## src/rtl/uart_rx_param.sv

```systemverilog
// Parametrised UART receiver: 16x oversampling, majority vote, parity/stop checks, ready/ack handshake.
// Optional break detection is enabled with the UART_RX_BREAK_DETECT_EN macro.
module uart_rx_param #(
  parameter int DATA_BITS   = 8,
  parameter int PARITY_MODE = 0,
  parameter int STOP_BITS   = 1
) (
  input  logic                 clk,
  input  logic                 rst,
  input  logic                 baud_tick_16x,
  input  logic                 rx_serial,
  input  logic                 rx_ack,
  output logic [DATA_BITS-1:0] rx_data,
  output logic                 rx_ready,
  output logic                 rx_error,
  output logic                 rx_parity_err,
  output logic                 rx_overrun,
  output logic                 rx_break
);

  typedef enum logic [2:0] {IDLE, START, DATA, PARITY, STOP, BRK_WAIT} state_t;

  state_t               state;
  logic                 sync1, sync2, baud_q;
  logic [3:0]           cnt;
  logic [3:0]           bit_idx;
  logic [1:0]           samp;
  logic [DATA_BITS-1:0] shift;
  logic                 par_bit;
  logic                 stop_bad;

  logic       tick, vote, done, frame_err, par_err, is_break;
  logic [3:0] cnt_inc;

  // NOTE: sequential state uses non-blocking assignments so every flop samples pre-edge values.
  always_ff @(posedge clk) begin
    if (rst) begin
      sync1  <= 1'b1;
      sync2  <= 1'b1;
      baud_q <= 1'b1;
    end else begin
      sync1  <= rx_serial;
      sync2  <= sync1;
      baud_q <= baud_tick_16x;
    end
  end

  assign tick    = baud_tick_16x & ~baud_q;
  assign cnt_inc = cnt + 4'd1;
  // Majority of the samples at counters 7 and 8 plus the live sample at counter 9.
  assign vote    = (samp[0] & samp[1]) | (samp[0] & sync2) | (samp[1] & sync2);
  assign done    = tick && (state == STOP) && (cnt_inc == 4'd9) &&
                   (bit_idx == 4'(STOP_BITS - 1));
  assign frame_err = stop_bad | ~vote;
  assign par_err   = (PARITY_MODE != 0) &&
                     (par_bit != (^shift ^ (PARITY_MODE == 2)));

`ifdef UART_RX_BREAK_DETECT_EN
  logic all_zero;

  assign is_break = all_zero & ~vote;

  always_ff @(posedge clk) begin
    if (rst) begin
      all_zero <= 1'b1;
      rx_break <= 1'b0;
    end else begin
      if (rx_ack) rx_break <= 1'b0;
      if (tick) begin
        if (state == IDLE)
          all_zero <= 1'b1;
        else if ((cnt_inc == 4'd9) && (state inside {DATA, PARITY, STOP}))
          all_zero <= all_zero & ~vote;
        if (done && is_break) rx_break <= 1'b1;
      end
    end
  end
`else
  assign is_break = 1'b0;
  assign rx_break = 1'b0;
`endif

  always_ff @(posedge clk) begin
    if (rst) begin
      state         <= IDLE;
      cnt           <= 4'd0;
      bit_idx       <= 4'd0;
      samp          <= 2'b11;
      shift         <= '0;
      par_bit       <= 1'b0;
      stop_bad      <= 1'b0;
      rx_data       <= '0;
      rx_ready      <= 1'b0;
      rx_error      <= 1'b0;
      rx_parity_err <= 1'b0;
      rx_overrun    <= 1'b0;
    end else begin
      if (rx_ack && rx_ready) begin
        rx_ready   <= 1'b0;
        rx_overrun <= 1'b0;
      end

      if (tick) begin
        cnt <= cnt_inc;
        if (cnt_inc == 4'd7) samp[0] <= sync2;
        if (cnt_inc == 4'd8) samp[1] <= sync2;

        case (state)
          IDLE: begin
            cnt <= 4'd0;
            if (!sync2) begin
              state    <= START;
              bit_idx  <= 4'd0;
              stop_bad <= 1'b0;
            end
          end
          START: begin
            if ((cnt_inc == 4'd9) && vote) begin
              state <= IDLE;
              cnt   <= 4'd0;
            end else if (cnt_inc == 4'd15) begin
              state <= DATA;
            end
          end
          DATA: begin
            if (cnt_inc == 4'd9) shift <= {vote, shift[DATA_BITS-1:1]};
            if (cnt_inc == 4'd15) begin
              if (bit_idx == 4'(DATA_BITS - 1)) begin
                bit_idx <= 4'd0;
                state   <= (PARITY_MODE != 0) ? PARITY : STOP;
              end else begin
                bit_idx <= bit_idx + 4'd1;
              end
            end
          end
          PARITY: begin
            if (cnt_inc == 4'd9)  par_bit <= vote;
            if (cnt_inc == 4'd15) state   <= STOP;
          end
          STOP: begin
            if (done) begin
              // Completion at the middle of the last stop bit; no wait for its end.
              state <= is_break ? BRK_WAIT : IDLE;
              cnt   <= 4'd0;
              if (!is_break) begin
                if (!rx_ready || rx_ack) begin
                  rx_data       <= shift;
                  rx_error      <= frame_err;
                  rx_parity_err <= par_err;
                  rx_ready      <= 1'b1;
                end else begin
                  rx_overrun <= 1'b1;
                end
              end
            end else begin
              if (cnt_inc == 4'd9)  stop_bad <= stop_bad | ~vote;
              if (cnt_inc == 4'd15) bit_idx  <= bit_idx + 4'd1;
            end
          end
          BRK_WAIT: begin
            cnt <= 4'd0;
            if (sync2) state <= IDLE;
          end
          default: state <= IDLE;
        endcase
      end
    end
  end

endmodule

```

## config.mk

```make
export PLATFORM = sky130hd
export DESIGN_NAME = uart_rx_param
export DESIGN_NICKNAME = d
export VERILOG_FILES = /design/src/rtl/uart_rx_param.sv
export SDC_FILE = /design/constraint.sdc
export NUM_CORES = 1
export LEC_CHECK = 0
export CAP_MARGIN = 15
export CORE_MARGIN = 2
export CORE_UTILIZATION = 24
export CTS_BUF_LIST = sky130_fd_sc_hd__clkbuf_4 sky130_fd_sc_hd__clkbuf_8
export DETAILED_ROUTE_END_ITERATION = 10
export GPL_ROUTABILITY_DRIVEN = 0
export GPL_TIMING_DRIVEN = 1
export HOLD_SLACK_MARGIN = 0.03
export SLEW_MARGIN = 20
export SYNTH_ARGS = -nofsm -noshare
export SYNTH_HDL_FRONTEND = slang
export SYNTH_SLANG_ARGS = --single-unit
```

## constraint.sdc

```tcl
create_clock -name clk -period 2.1 [get_ports clk]
set_input_delay 0.42 -clock clk [delete_from_list [all_inputs] [get_ports clk]]
set_output_delay 0.42 -clock clk [all_outputs]
set_load 0.02 [all_outputs]
```

; ---- Word-level counts from Yosys, hierarchy flattened
; Index checks and enable logic that the tools add are counted.
[word_totals]
reg_bits = 36
inputBits = 5
output_inout_bits = 13
elab_cells = 96
[classes]
n_addsub = 2
eq_ne = 20
muxes = 32
n_bitwise = 9
reduce_logical = 19
[ops]
columns = operator, n
row1 = $mux W4, 7
row2 = $mux W3, 8
row3 = $pmux W4 S3, 2
row4 = $pmux W3 S6, 1
row5 = $ne A2 B2 Y1 const B, 7
row6 = $mux W1, 13
row7 = $eq A4 B4 Y1 const B, 3
row8 = $add A4 B1 Y4 const B, 2
row9 = $eq A4 B3 Y1 const B, 2
row10 = $reduce_and A8 Y1, 1
row11 = $eq A3 B2 Y1 const B, 2
row12 = $eq A3 B3 Y1 const B, 2
row13 = $reduce_and A6 Y1, 1
row14 = $logic_and A1 B1 Y1, 5
row15 = $reduce_and A5 Y1, 1
row16 = $and A1 B1 Y1, 4
row17 = $logic_not A4 Y1, 1
row18 = $ne A2 B1 Y1 const B, 2
row19 = $reduce_and A2 Y1, 2
row20 = $reduce_and A4 Y1, 1
row21 = $eq A3 B1 Y1 const B, 1
row22 = $logic_not A3 Y1, 1
row23 = $ne A3 B3 Y1 const B, 1
row24 = $or A1 B1 Y1, 3
row25 = 8 further kinds, 9

; ---- Depth between registers and ports, before layout
; Gate-level depths: netlist of the first run.
[depth]
depth_word = 8
ltp_mapped = 8
ltp_nobuf = 7

; ---- Worst setup path after synthesis of the first run
; OpenSTA, ideal clock, no wires.
[synth_timing]
path_kind = register -> register
startpoint = register cnt[1]
endpoint = register state[1]
arrival_time_ns = 1.899
required_ns = 2.028
path_slack_ns = 0.129
path_stages_with_launch = 8
synth_period_minus_slack_ns = 1.971
cell_sequence = dfxtp_1 ha_1 buf_4 and4b_2 a211oi_1 a211o_1 a311oi_2 mux2i_1
[synth_between]
elab_chain_cells = 6
elab_cells_between_ends = 13
[synth_rtl]
columns = element, line
row1 = "start, declared", 25  ; logic [3:0] cnt;
row2 = "start signal, assigned", 104  ; cnt <= cnt_inc;
row3 = $add A4 B1 Y4 *, 49  ; assign cnt_inc = cnt + 4'd1;
row4 = $eq A4 B4 Y1, "52, 118"
row5 = $logic_and A1 B1 Y1 (2 in a row), 52  ; assign done = tick && (state == STOP) && (cnt_inc == 4'd9) &&
row6 = $ne A2 B2 Y1 (no source line), n/a
row7 = $reduce_and A8 Y1 (no source line), n/a
row8 = "end signal, assigned", 130  ; state <= (PARITY_MODE != 0) ? PARITY : STOP;
row9 = "end signal, assigned", 143  ; state <= is_break ? BRK_WAIT : IDLE;
row10 = "end, declared", 23  ; state_t state;
; Every way passes the cells marked *; elsewhere a longest branch is shown, timed or not.
; A chain may end at the register's enable or synchronous reset.

; ---- Final worst setup path of the first run
[layout_timing]
startpoint = register cnt[1]
endpoint = register cnt[2]
[layout_between]
elab_chain_cells = 6
elab_cells_between_ends = 8
[layout_rtl]
columns = element, line
row1 = $add A4 B1 Y4 *, 49
row2 = $eq A4 B4 Y1, "52, 118"
row3 = $logic_and A1 B1 Y1 (2 in a row), 52
row4 = $mux W4, 141  ; if (done) begin
row5 = $pmux W4 S3 *, 108  ; case (state)
; Marks and branches as above.

==> qor.csv, run 1 <==
metric,value,unit
status,"finished, final reports clean",
Initial Util,25.0,%
antenna violations before repair,0,
first drt pass iteration count,4,
DR iter-0 viols,161,
CP endpoint kind,register,
Worst-Skew Late Latency,0.29,ns
distinct cell type count after synthesis,64,
num rows,33,
Final ANT Viol Nets,0,
Register Area,723,um2
CTS root buf,clkbuf_8,
Syn-to-layout area delta,25.7,%
Synth Warn #,0,
Hold Crit Class,reg -> reg,
Cells after Synth,231,
Post-Syn Area per Cell,8.99,um2
vias in the first global route,1740,
hold path start,sync1,
CP Launch Type,register,
CTS tree,done,
diodes inserted,0,
Placement Setup Slack,-0.0758,ns
Residual DRC,0,
multi-input logic area,0.00125,mm2
Post-synth EDFFs,0,
Vias,1797,
CP Data Arrival Time,2.22,ns
share of cells above drive strength 1,22.8,%
"Hold Violations, Final",0,
"top cells by count, synth","dfxtp_1 (36), nor2_1 (28), mux2i_1 (17)",
top-count cell post-synth,dfxtp_1,
Clock Skews,0.0125,ns
fin nets,278,
Clock transition at path regs,0.08,ns
Die Wd,97,um
post-route setup slack,0.0708,ns
Post-Route WL,4.97,mm
register area share after synthesis,34.7,%
Hold Path Depth,1,
Synth Flop Type,dfxtp_1,
"Req. time, crit path",2.29,ns
Max Cap Viol,0,
Core ar.,0.00830,mm2
CTS Sinks,36,
Mapped Area,0.00208,mm2
Die Ht,97,um
GRT Overall Usage,10.7,%
CTS Hold Buffers Added,0,
crit path launch,cnt[1],
CP Class,reg -> reg,
largest net degree at the start of global routing,23,
Final Core Density,31.4,%
Fillers,861,
Vias/cell,4.82,
static leakage,0.987,nW
top-area cell type share of the netlist area,34.7,%
clk buf depth,2,
main area contributors after synthesis,"dfxtp_1 (35%), mux2i_1 (8.2%), nor2_1 (5.1%), ha_1 (3.6%), buf_6 (2.7%)",
RR Startpoint,cnt[1],
asr flop ratio synth,0,%
# IOs,18,
global route overflow,0,
Yosys top cell by area,dfxtp_1,
Setup-failing EPs final,0,
Reg2Reg Depth,9,
first-pass GRT wire length,8.53,mm
Wirelength per Cell,13.3,um
setup TNS,0,ns
Yosys reg bits,36,
Tmin final,2.03,ns
RSZ-0062 raised after global routing,yes,
IO buf count,15,
cts bufs inserted,5,
fmax,493,MHz
die area,0.00941,mm2
Worst VDD drop,0.397,mV
H-Tree Depth,2,
power density cells,490,mW/mm2
Final Max Tran Viols,0,
dpl hpwl,3.69,mm
Final period util,96.6,%
"critical path fanouts, max",5,
==> through the flow <==
stage / hold slack (ns) / power, W / area, um2 / cells
after floorplan: 0.389 / 0.000737 / 2080 / 232
after global placement: 0.392 / 0.000759 / 2460 / 364
after detailed placement: 0.393 / 0.000759 / 2460 / 364
after CTS: 0.413 / 0.00129 / 2560 / 372
after global routing: 0.435 / 0.00132 / 2610 / 373
final: 0.412 / 0.00128 / 2610 / 373
==> metal layers <==
layer  up-vias  share of wire, %  GRT usage (%)
met5         -                 0              0
met4         0               1.3           2.06
met3         9               6.2           2.31
met2        49                42           16.7
met1       841                50           15.3
li1        898                 -              -
==> critical path, stage by stage, from the launching register on <==
cell	delay [ns]
dfxtp_2	0.35
buf_4	0.15
inv_1	0.08
ha_2	0.23
nand4bb_1	0.23
buf_4	0.22
nand2b_1	0.13
a21oi_1	0.15
o21ai_0	0.15
a32o_1	0.23
==> final cells by class <==
type	count	area share [%]
multi-input combinational	172	48.1
sequential	36	27.7
inverter	10	1.44
clock buffer	8	3.74
tap	105	5.03
timing repair buffer	42	14.0
==> placed cells by master, fill, tap and decap left out, drive strengths merged, types with 3 or more instances in the layout <==
| cell | n |
|---|---|
| ha | 6 |
| inv | 9 |
| dfxtp | 36 |
| buf | 27 |
| xor2 | 3 |
| nand2 | 14 |
| a21oi | 11 |
| nand3 | 9 |
| nor2b | 4 |
| o21a | 6 |
| nand2b | 6 |
| mux2i | 17 |
| o21ai | 8 |
| clkdlybuf4s50 | 15 |
| o211ai | 3 |
| or2 | 3 |
| clkbuf | 8 |
| a211oi | 5 |
| nor2 | 29 |
==> flip-flops by register name, indices dropped and copies added (netlist names) <==
| name | count |
|---|---|
| state | 3 |
| bit_idx | 4 |
| rx_overrun | 1 |
| sync1 | 1 |
| stop_bad | 1 |
| cnt | 4 |
| rx_error | 1 |
| rx_ready | 1 |
| samp | 2 |
| baud_q | 1 |
| shift | 8 |
| rx_data | 8 |
| sync2 | 1 |
==> path summary, 6_finish.rpt <==
path / endpoint / slack, ns
worst max-delay path: cnt[2] / 0.07
worst min-delay path: sync2 / 0.41
worst max register to register: cnt[2] / 0.07
worst min register to register: sync2 / 0.41
==> cells by family (layout without fill, tap and decap cells) <==
group / count (synthesis) / count (layout) / synth area share, %
compound gates: 53 / 53 / 20.7
xor+xnor: 4 / 4 / 1.69
fa+ha+maj: 7 / 7 / 4.10
buf+inv: 24 / 60 / 6.93
flops: 36 / 36 / 34.7
mux: 18 / 18 / 8.74
other cells: 1 / 2 / 0.181
simple gates: 88 / 88 / 22.9
==> power by group <==
group          switching (W)  total (W)  leakage, nW  internal [W]
Combinational      0.0000327  0.0000562        0.643     0.0000235
Sequential        0.00000302   0.000688        0.292      0.000685
Clock               0.000240   0.000533       0.0523      0.000294
==> timing repair <==
item,4_1_cts,5_1_grt
setup endpoints to repair,1,19
setup buffers,0,1
pin swaps,0,4
resized for setup,1,9
(Power assumes the default switching activity.)
==> run 2: changes to the inputs <==
CTS_CLUSTER_SIZE = 20   (was not set)
TNS_END_PERCENT = 5   (was not set)
==> run 2 against run 1 <==
Compared with the run above:
- fmax is 0.84% higher
- clock-buffer cell count stayed put
- highest routed layer unchanged
- sequential power hardly changed
- utilization is 0.090 points lower
- total power is 0.19% lower
- via count is 0.95% higher
- cell area is 0.29% lower
- first-iteration DRC count is 15% higher
- non-clock buffer count is 1 lower
==> qor.csv, run 2 (same netlist as run 1, synthesis figures left out) <==
metric,value,unit,change
CP endpoint kind,register,,
Syn-to-layout area delta,25.4,%,
CP bufs+invs,1,,-2
share of cells above drive strength 1,22.5,%,-0.29 points
CTS Hold Buffers Added,0,,unchanged
"Req. time, crit path",2.32,ns,+0.03 ns
R2R setup slack,0.09,ns,+0.02 ns
slowest CP cell,or3b_1,,
vias in the first global route,1740,,unchanged
Post-CTS Repair Setup Buffers,0,,unchanged
"Hold Violations, Final",0,,unchanged
DR iter-0 viols,185,,+15%
CTS root buf,clkbuf_8,,
fmax,497,MHz,+0.84%
CTS tree,done,,
global route overflow,0,,unchanged
diodes inserted,0,,unchanged
most frequent cells in the layout,"dfxtp_1 (34), nor2_1 (28), buf_4 (25), mux2i_1 (17), clkdlybuf4s50_1 (15)",,
crit-path leading delay family,simple AND/OR/NAND/NOR gates,,
Vias/cell,4.88,,+1.2%
"most common cell after layout, fill and taps aside",dfxtp_1,,
Core ar.,0.00830,mm2,unchanged
CTS Sinks,36,,unchanged
CP Class,reg -> reg,,
static leakage,0.983,nW,-0.42%
Max Cap Viol,0,,unchanged
Initial Util,25.0,%,unchanged
H-Tree Depth,2,,unchanged
largest net degree at the start of global routing,23,,unchanged
"critical path fanouts, max",4,,-1
CP Launch Type,register,,
biggest regs,"rx_data: 8 flops, shift: 8 flops",,
Residual DRC,0,,unchanged
Tmin final,2.01,ns,-0.0170 ns
Post-Route WL,4.93,mm,-0.77%
fin nets,277,,-0.36%
Clock transition at path regs,0.08,ns,about the same
Die Wd,97,um,unchanged
Final period util,95.8,%,-0.81 points
Hold Crit Class,reg -> reg,,
GRT Overall Usage,10.7,%,unchanged
Clock Skews,0.0131,ns,+0.000586 ns
first-pass GRT wire length,8.53,mm,unchanged
CP Data Arrival Time,2.23,ns,about the same
cts bufs inserted,5,,unchanged
die area,0.00941,mm2,unchanged
power density cells,490,mW/mm2,about the same
Setup-failing EPs final,0,,unchanged
status,"finished, final reports clean",,
num rows,33,,unchanged
Final ANT Viol Nets,0,,unchanged
Final Core Density,31.4,%,-0.090 points
Wirelength per Cell,13.2,um,-0.50%
setup TNS,0,ns,unchanged
Worst VDD drop,0.396,mV,-0.15%
RSZ-0062 raised after global routing,yes,,
first drt pass iteration count,4,,unchanged
Die Ht,97,um,unchanged
antenna violations before repair,0,,unchanged
clk buf depth,2,,unchanged
Final Max Tran Viols,0,,unchanged
IO buf count,15,,unchanged
dpl hpwl,3.69,mm,unchanged
worst path cell trace,inv_1 > ha_1 > or3b_1 > nor4b_2 > a211oi_2 > a311oi_4 > mux2i_1,,
"Largest stage delay, worst path",0.42,ns,+0.07 ns
Vias,1814,,+0.95%
Worst-Skew Late Latency,0.29,ns,about the same
# IOs,18,,unchanged
## run 2: changes by cell type in the layout (fill, tap and decap cells not counted)
cell   delta
buf_4     -1
## run 2: stage by stage
step                      area (um2)  power (W)  setup WS (ns)  hold WS, ns  cells
after detailed placement        2460   0.000759        -0.0758        0.393    364
after global placement          2460   0.000759        -0.0776        0.392    364
after CTS                       2560    0.00129         0.0515        0.413    372
final                           2600    0.00128         0.0878        0.412    372
after global routing            2600    0.00132        -0.0276        0.435    372
after floorplan                 2080   0.000737          0.129        0.389    232
## run 2: layout make-up
cell class / instances / area (um2)
fill: 861 / 5700
timing repair buffer: 41 / 358
inverter: 10 / 37.5
multi-input combinational: 172 / 1250
sequential: 36 / 723
tap: 105 / 131
clock buffer: 8 / 97.6
## run 2: worst paths after layout
kind / end / startpoint / cells past startpoint
min reg2reg: sync2 / sync1 / 1
max reg2reg: state[1] / bit_idx[0] / 7
max: state[1] / bit_idx[0] / 7
min: sync2 / sync1 / 1
## run 2: power breakdown
group	switching, W	internal [W]
clock network	0.000237	0.000293
registers	0.00000303	0.000685
logic	0.0000326	0.0000235
total	0.000273	0.00100
## run 2: per-layer routing
layer  vias up  share of wire [%]  global-route usage (%)
li1        895                  -                       -
met1       871                 50                    15.3
met2        43                 44                    16.7
met3         5                5.6                    2.31
met4         0               0.77                    2.06
met5         -                  0                       0
## run 2: what timing repair did
item / 4_1_cts / 5_1_grt
gates cloned: 0 / 0
pin swaps: 0 / 4
setup endpoints to repair: 1 / 19
resized for setup: 1 / 9
==> run 3: changes to the inputs <==
CORE_MARGIN = not set   (was 2)
CORE_UTILIZATION = 54   (was 24)
PLACE_DENSITY = 0.78   (was not set)
==> run 3 against run 2 <==
Compared with the run above:
- register-to-register slack better by 0.03 ns
- routed wire length fell by 7.2%
- critical path type unchanged
- fmax rose by 1.6%
- largest power group unchanged
==> qor.csv, run 3 (same netlist as run 1, synthesis figures left out) <==
metric,value,unit,change
status,"finished, final reports clean",,
crit-path leading delay family,compound AO/OA/AOI/OAI gates,,
CP Data Arrival Time,2.21,ns,-0.02 ns
die area,0.00410,mm2,-56%
static leakage,0.966,nW,-1.8%
CTS Sinks,36,,unchanged
Vias,1779,,-1.9%
R2R setup slack,0.12,ns,+0.03 ns
Hold Crit Class,reg -> reg,,
Final ANT Viol Nets,0,,unchanged
RR Startpoint,cnt[0],,
Max Cap Viol,0,,unchanged
global route hottest layer,met2,,
Tmin final,1.98,ns,-0.0314 ns
hold path start,sync1,,
Die Wd,64,um,-34%
global route overflow,0,,unchanged
CTS root buf,clkbuf_8,,
"critical path fanouts, max",4,,unchanged
setup TNS,0,ns,unchanged
diodes inserted,0,,unchanged
Vias/cell,5.70,,+17%
first-pass GRT wire length,7.49,mm,-12%
most frequent cells in the layout,"dfxtp_1 (36), nor2_1 (28), buf_4 (22), mux2i_1 (17), clkdlybuf4s50_1 (15)",,
Clock Skews,0.00452,ns,-0.00857 ns
Reg-to-Reg End,state[1],,
Syn-to-layout area delta,19.7,%,
post-route setup slack,0.119,ns,+0.0314 ns
dpl hpwl,3.37,mm,-8.8%
biggest regs,"rx_data: 8 flops, shift: 8 flops",,
met3 GRT Util,4.82,%,+2.5 points
Reg2Reg Depth,7,,unchanged
Post-Route WL,4.57,mm,-7.2%
IO buf count,15,,unchanged
CTS Hold Buffers Added,0,,unchanged
cts bufs inserted,5,,unchanged
Post-CTS Repair Setup Buffers,0,,unchanged
dpl cell area,0.00237,mm2,-3.8%
DR iter-0 viols,102,,-45%
worst path cell trace,inv_1 > ha_2 > and4b_2 > a211oi_1 > a211o_1 > a311oi_2 > mux2i_1,,
Crit path depth,7,,unchanged
Final Core Density,67.9,%,+37 points
"Req. time, crit path",2.33,ns,about the same
vias in the first global route,1613,,-7.3%
Setup crit end,state[1],,
CP Class,reg -> reg,,
Die Ht,64,um,-34%
CTS tree,done,,
Residual DRC,0,,unchanged
met1 usage,32.2,%,+17 points
Wirelength per Cell,14.6,um,+11%
"Largest stage delay, worst path",0.35,ns,-0.07 ns
fmax,505,MHz,+1.6%
CP Launch Type,register,,
largest net degree at the start of global routing,21,,-8.7%
CP endpoint kind,register,,
GRT Overall Usage,24.1,%,+13 points
power density cells,547,mW/mm2,+12%
antenna violations before repair,0,,unchanged
fin nets,274,,-1.1%
Setup-failing EPs final,0,,unchanged
clk buf depth,2,,unchanged
Placement Setup Slack,-0.120,ns,-0.0443 ns
H-Tree Depth,2,,unchanged
grt met2 use,36.6,%,+20 points
overall power,0.00136,W,+6.6%
first drt pass iteration count,6,,+2
num rows,22,,-33%
Worst-Skew Late Latency,0.29,ns,about the same
post-route cell area,0.00248,mm2,-4.5%
Initial Util,56.7,%,+32 points
Core ar.,0.00366,mm2,-56%
Worst VDD drop,0.482,mV,+22%
crit path launch,cnt[0],,
# IOs,18,,unchanged
"Hold Violations, Final",0,,unchanged
CP bufs+invs,1,,unchanged
RSZ-0062 raised after global routing,yes,,
Final Max Tran Viols,0,,unchanged
slowest CP cell,dfxtp_1,,
Clock transition at path regs,0.07,ns,about the same
Final period util,94.3,%,-1.5 points
share of cells above drive strength 1,18.9,%,-3.5 points
"most common cell after layout, fill and taps aside",dfxtp_1,,
==> run 3: worst min path at each step <==
| stage | slack, ns | depth (start not counted) | to |
|---|---|---|---|
| finish | 0.42 | 1 | sync2 |
| global route | 0.45 | 1 | sync2 |
| CTS | 0.42 | 1 | sync2 |
| detailed placement | 0.40 | 1 | sync2 |
| global placement | 0.39 | 1 | sync2 |
| floorplan | 0.39 | 1 | sync2 |
==> run 3: where the power goes <==
group          switching (W)  total [W]  leakage, nW  internal (W)
clock network       0.000251   0.000617       0.0586      0.000365
registers         0.00000257   0.000688        0.291      0.000685
logic              0.0000316  0.0000551        0.616     0.0000235
==> run 3: cell type report <==
type | count | area, um2
clock buffers | 6 | 76.3
clock inverters | 2 | 35.0
fillers | 304 | 1180
inverters | 10 | 37.5
multi-input cells | 172 | 1220
flip-flops and latches | 36 | 721
well taps | 48 | 60.1
repair buffers | 38 | 335
==> run 3: metal layers <==
layer / up-vias / share of wire (%)
met5: - / 0
met4: 0 / 2.4
met3: 9 / 4.9
met2: 56 / 44
met1: 827 / 49
li1: 887 / -
==> run 3: repair_timing <==
action,CTS,global route
hold endpoints to repair,0,0
setup endpoints to repair,0,15
gates resized for setup,0,3
==> run 3: through the flow <==
step	hold slack, ns	std cells
after floorplan	0.389	232
after global placement	0.394	304
after detailed placement	0.397	304
after CTS	0.416	312
after global routing	0.451	312
final	0.415	312
